**config.mk**
```make
export PLATFORM = sky130hd
export DESIGN_NAME = alu_arbiter
export DESIGN_NICKNAME = d
export VERILOG_FILES = /design/src/rtl/alu_arbiter.sv
export SDC_FILE = /design/constraint.sdc
export NUM_CORES = 1
export LEC_CHECK = 0
export CAP_MARGIN = 10
export CORE_MARGIN = 2
export CORE_UTILIZATION = 25
export CTS_CLUSTER_DIAMETER = 100
export DETAILED_ROUTE_END_ITERATION = 10
export MAX_ROUTING_LAYER = met4
export PLACE_DENSITY = 0.61
export SYNTH_ARGS = -nofsm -noshare
export SYNTH_HDL_FRONTEND = slang
export SYNTH_SLANG_ARGS = --single-unit
```
**constraint.sdc**
```tcl
create_clock -name clk -period 3.8 [get_ports clk]
set_input_delay 0.38 -clock clk [delete_from_list [all_inputs] [get_ports clk]]
set_output_delay 0.38 -clock clk [all_outputs]
set_load 0.01 [all_outputs]
```
**src/rtl/alu_arbiter.sv**
```systemverilog
// Two-port arbiter in front of the shared combinational ALU: port 0 is the instruction
// datapath, port 1 the PC-increment path. Optional round-robin arbitration: ALU_ARB_RR_EN.
module alu_arbiter #(
    parameter int DATA_BUS_WIDTH = 8
) (
    input  logic                      clk,
    input  logic                      rst_n,

    input  logic                      r0_valid,
    output logic                      r0_ready,
    input  logic [3:0]                r0_op,
    input  logic [DATA_BUS_WIDTH-1:0] r0_a,
    input  logic [DATA_BUS_WIDTH-1:0] r0_b,
    output logic                      r0_rsp_valid,
    input  logic                      r0_rsp_ready,
    output logic [DATA_BUS_WIDTH-1:0] r0_result,
    output logic [1:0]                r0_flag,

    input  logic                      r1_valid,
    output logic                      r1_ready,
    input  logic [3:0]                r1_op,
    input  logic [DATA_BUS_WIDTH-1:0] r1_a,
    input  logic [DATA_BUS_WIDTH-1:0] r1_b,
    output logic                      r1_rsp_valid,
    input  logic                      r1_rsp_ready,
    output logic [DATA_BUS_WIDTH-1:0] r1_result,
    output logic [1:0]                r1_flag,

    output logic [3:0]                alu_op,
    output logic [DATA_BUS_WIDTH-1:0] alu_a,
    output logic [DATA_BUS_WIDTH-1:0] alu_b,
    input  logic [DATA_BUS_WIDTH-1:0] alu_result,
    input  logic [1:0]                alu_flag,

    output logic [1:0]                flags_q,
    output logic                      busy
);

    // The arbiter only needs to know the idle opcode; everything else passes through.
    localparam logic [3:0] OP_NOP = 4'd0;

    typedef enum logic [1:0] {
        IDLE = 2'd0,
        EXEC = 2'd1,
        RESP = 2'd2
    } state_e;

    state_e                      state_q;
    logic                        gnt_q;
    logic                        gnt_d;
    logic                        hs_d;
    logic                        rsp_ready_d;
    logic [3:0]                  sel_op_d;
    logic [DATA_BUS_WIDTH-1:0]   sel_a_d;
    logic [DATA_BUS_WIDTH-1:0]   sel_b_d;
    logic [3:0]                  alu_op_q;
    logic [DATA_BUS_WIDTH-1:0]   alu_a_q;
    logic [DATA_BUS_WIDTH-1:0]   alu_b_q;
    logic [DATA_BUS_WIDTH-1:0]   result_q [2];
    logic [1:0]                  flag_q   [2];
    logic [1:0]                  rsp_valid_q;
`ifdef ALU_ARB_RR_EN
    logic                        last_grant_q;
`endif

    always_comb begin
        gnt_d = 1'b0;
`ifdef ALU_ARB_RR_EN
        if (r0_valid && r1_valid) begin
            gnt_d = ~last_grant_q;
        end else begin
            gnt_d = r1_valid;
        end
`else
        gnt_d = ~r0_valid & r1_valid;
`endif
    end

    always_comb begin
        r0_ready    = (state_q == IDLE) && r0_valid && !gnt_d;
        r1_ready    = (state_q == IDLE) && r1_valid && gnt_d;
        hs_d        = r0_ready || r1_ready;
        sel_op_d    = gnt_d ? r1_op : r0_op;
        sel_a_d     = gnt_d ? r1_a  : r0_a;
        sel_b_d     = gnt_d ? r1_b  : r0_b;
        rsp_ready_d = gnt_q ? r1_rsp_ready : r0_rsp_ready;
    end

    // The ALU drive registers double as the request latch: loaded on the handshake,
    // returned to NOP/zero when the EXEC cycle ends.
    always_ff @(posedge clk or negedge rst_n) begin
        if (!rst_n) begin
            state_q      <= IDLE;
            gnt_q        <= 1'b0;
            alu_op_q     <= OP_NOP;
            alu_a_q      <= '0;
            alu_b_q      <= '0;
            result_q[0]  <= '0;
            result_q[1]  <= '0;
            flag_q[0]    <= 2'b00;
            flag_q[1]    <= 2'b00;
            rsp_valid_q  <= 2'b00;
            flags_q      <= 2'b00;
`ifdef ALU_ARB_RR_EN
            last_grant_q <= 1'b1;
`endif
        end else begin
            case (state_q)
                IDLE: begin
                    if (hs_d) begin
                        alu_op_q     <= sel_op_d;
                        alu_a_q      <= sel_a_d;
                        alu_b_q      <= sel_b_d;
                        gnt_q        <= gnt_d;
`ifdef ALU_ARB_RR_EN
                        last_grant_q <= gnt_d;
`endif
                        state_q      <= EXEC;
                    end
                end
                EXEC: begin
                    result_q[gnt_q]    <= alu_result;
                    flag_q[gnt_q]      <= alu_flag;
                    rsp_valid_q[gnt_q] <= 1'b1;
                    if (!gnt_q) begin
                        flags_q <= alu_flag;
                    end
                    alu_op_q <= OP_NOP;
                    alu_a_q  <= '0;
                    alu_b_q  <= '0;
                    state_q  <= RESP;
                end
                RESP: begin
                    if (rsp_ready_d) begin
                        rsp_valid_q <= 2'b00;
                        state_q     <= IDLE;
                    end
                end
                default: begin
                    state_q <= IDLE;
                end
            endcase
        end
    end

    assign alu_op       = alu_op_q;
    assign alu_a        = alu_a_q;
    assign alu_b        = alu_b_q;
    assign r0_result    = result_q[0];
    assign r1_result    = result_q[1];
    assign r0_flag      = flag_q[0];
    assign r1_flag      = flag_q[1];
    assign r0_rsp_valid = rsp_valid_q[0];
    assign r1_rsp_valid = rsp_valid_q[1];
    assign busy         = (state_q != IDLE);

endmodule

```
==> impl_results.md <==
* Status: finished clean
* CORE AREA at 7292 um^2
* Crit-path slowest cell: clkdlybuf4s50_1
* Arrival time worst endpoint at 2360 ps
* Final ANT Viol Nets at 0
* Detailed Route Iter0 Violations at 37
* Gate power share at 0.495
* CP Class: input port to output pin
* Vias/cell at 4.347
* Most frequent CP cell: clkdlybuf4s50_1
* Initial antenna violation count at 0
* Max Fclk at 365.2 MHz
* Pleak at 0.001224 uW
* Post-synthesis sequential area ratio at 0.5960
* Post-Syn Instances at 137
* Die area at 8268 um^2
* Clk sink count at 45
* # setup viols final at 0
* Post-DP Area at 2993 um^2
* Cts hold-fix bufs at 0
* Max IR drop VDD at 0.2925 mV
* Rel. slew slack at 0.3379
* Final min period at 2738 ps
* Fill count at 724
* Vert. Die Dim at 90.93 um
* Drt total wl at 4928 um
* Grt total ovfl at 0
* DP Wirelength at 3683 um
* Sequence of cells on the critical path: clkdlybuf4s50_1 -> nor2b_2 -> buf_4 -> and2_1 -> clkdlybuf4s50_1
* Clock skew at 4.582 ps
* Hold crit path type: input port to async pin
* Synthesized area per cell at 13.79 um^2
* Post-route cell area at 3079 um^2
* Reg power frac at 0.377
* Clock insertion delay at the later pin of the skew report at 290 ps
* Switch Pwr at 746.0 uW
* # DRC at 0
* CTS H-tree depth at 2
* CTS tree: yes
* Layout cells sized above 1 at 0.1429
* Cell row count at 31
* Commonest non-fill, non-tap cell in the layout: clkdlybuf4s50_1
* Setup TNS at 0 ps
* Routability cong. at 0.7218
* Worst EP required at 3420 ps
* PostCTS Resize Cnt at 0
* Most used cells in the layout excluding fill and tap cells: clkdlybuf4s50_1, dfrtp_1, mux2_2
* Area grow syn2layout at 62.98%
* I/O pins at 103
* Final cycle utilization of the critical path at 0.7206
* Clock tree root driver cell: clkbuf_8
* Internal at 1536 uW
* Post-synthesis cell area at 1889 um^2
* Net Sw Frac at 0.3269
* Clock slew at reported path FFs at 80 ps
* Die width at 90.93 um
* Yosys warning total at 0
* DR vias at 1465
* Number of port buffers at 102
* Num CTS Buffers at 5
* Initial DRT Pass Iterations at 4
* Netlist cell types at 23
* Register bit total from synthesis at 45
* Max incr delay on CP at 780 ps
* GR Util All Layers at 0.1306
* Initial Util at 0.2591
* Worst setup EP type: output pin
* Maximum clock insertion buffer count at 2
* Final net count at 294
* N_diodes at 0
* Max-slew violations at 0
* Cell Pwr Density at 741.2 nW/um^2
* Worst Tran Pin Value at 993.2 ps
* First-pass GRT wire length at 8418 um
* Worst setup SP type: input port
* Wire per inst at 14.62 um
* Worst-path fanout max at 21
* Largest net degree at the start of global routing at 46
* Unrepaired setup endpoints after global routing: false
* Hold Fails Final Rpt at 0
* Syn Nets at 193
* Vias in the first global route at 1637
* Max Cap Violations at 0
* Worst hold slack at 255.8 ps
* Setup Buffers After CTS at 0
* Clk pwr share at 0.128
==> cell usage after synthesis <==
master	count	area (um^2)
dfrtp_1	45	1126
mux2_2	21	236.5
o2bb2ai_1	20	175.2
a22oi_1	15	112.6
buf_2	6	30.03
mux2i_1	5	50.05
buf_4	3	22.52
inv_1	3	11.26
a22o_1	2	17.52
and2_1	2	12.51
nand2b_1	2	12.51
nor2_1	2	7.510
a21o_1	1	7.510
a21oi_1	1	5.000
clkbuf_1	1	3.750
nand2_1	1	3.750
nand3_2	1	10.01
nor2_4	1	11.26
nor2b_2	1	8.760
o21ai_0	1	5.000
o21ai_1	1	5.000
o21bai_1	1	7.510
o31ai_1	1	7.510
==> final cells by class <==
type                            instances  area, um^2  share of cell area
Timing Repair Buffer                  104        1031              0.3348
Multi-Input combinational cell         79       700.7              0.2276
Inverter                                3       11.26            0.003657
Sequential cell                        45        1126              0.3657
Tap cell                               99       123.9             0.04023
Clock buffer                            7       86.33             0.02804
==> per-stage QoR <==
stage / setup WS, ps / util / std cells / total power [uW]
after floorplan: 2367 / - / 137 / 1372
after detailed placement: 1050 / 0.4104 / 330 / 2020
after global routing: 922.8 / 0.4223 / 337 / 2442
after CTS: 1040 / 0.4223 / 337 / 2326
final: 1062 / 0.4223 / 337 / 2282
after global placement: 1087 / 0.4104 / 330 / 2005
==> registers in the layout, summed over array words and instances (netlist names) <==
name	count
alu_op	4
rsp_valid_q	2
r1_flag	2
flags_q	2
r0_result	8
r1_result	8
alu_b	8
alu_a	8
state_q	2
gnt_q	1
==> routing by layer <==
metal,vias to the layer above,track usage,share of wire
met1,703,0.1588,0.43
met3,4,0.03320,0.048
li1,715,-,-
met4,0,0.04545,0.013
met2,43,0.2117,0.51
met5,-,-,0
==> worst max-delay path: cells and delay by family <==
| family | cells | cell delay, ps |
|---|---|---|
| AND/OR/NAND/NOR | 2 | 390 |
| buffers and inverters | 3 | 1580 |
==> power by group through the flow <==
stage	Sequential, uW	Clock (uW)	Combinational, uW
after CTS	865	309	1150
after floorplan	954	0	419
after detailed placement	871	0	1150
after global routing	896	334	1210
final	860	293	1130
after global placement	870	0	1140
==> worst paths after layout <==
check                                  startpoint                        to  slack [ps]  cells past startpoint
min in group clk             alu_b[6]$_DFFE_PN0P_      alu_b[6]$_DFFE_PN0P_         490                      1
max reg2reg                state_q[1]$_DFFE_PN0P_  r0_result[2]$_DFFE_PN0P_        2370                      3
min                                         rst_n      alu_b[1]$_DFFE_PN0P_         260                      1
min reg2reg                  alu_b[6]$_DFFE_PN0P_      alu_b[6]$_DFFE_PN0P_         490                      1
max                                      r0_valid                  r1_ready        1060                      5
max in group asynchronous                   rst_n  r0_result[3]$_DFFE_PN0P_        2930                      1
==> cell families (layout without fill, tap and decap cells) <==
family | count (synthesis) | count (layout) | share of synthesized area
AND/OR/NAND/NOR | 10 | 10 | 0.03510
buffers and inverters | 13 | 114 | 0.03576
flip-flops | 45 | 45 | 0.5960
multiplexers | 26 | 26 | 0.1517
AO/OA/AOI/OAI | 43 | 43 | 0.1815
No activity file was read; power rests on OpenSTA's default activity.
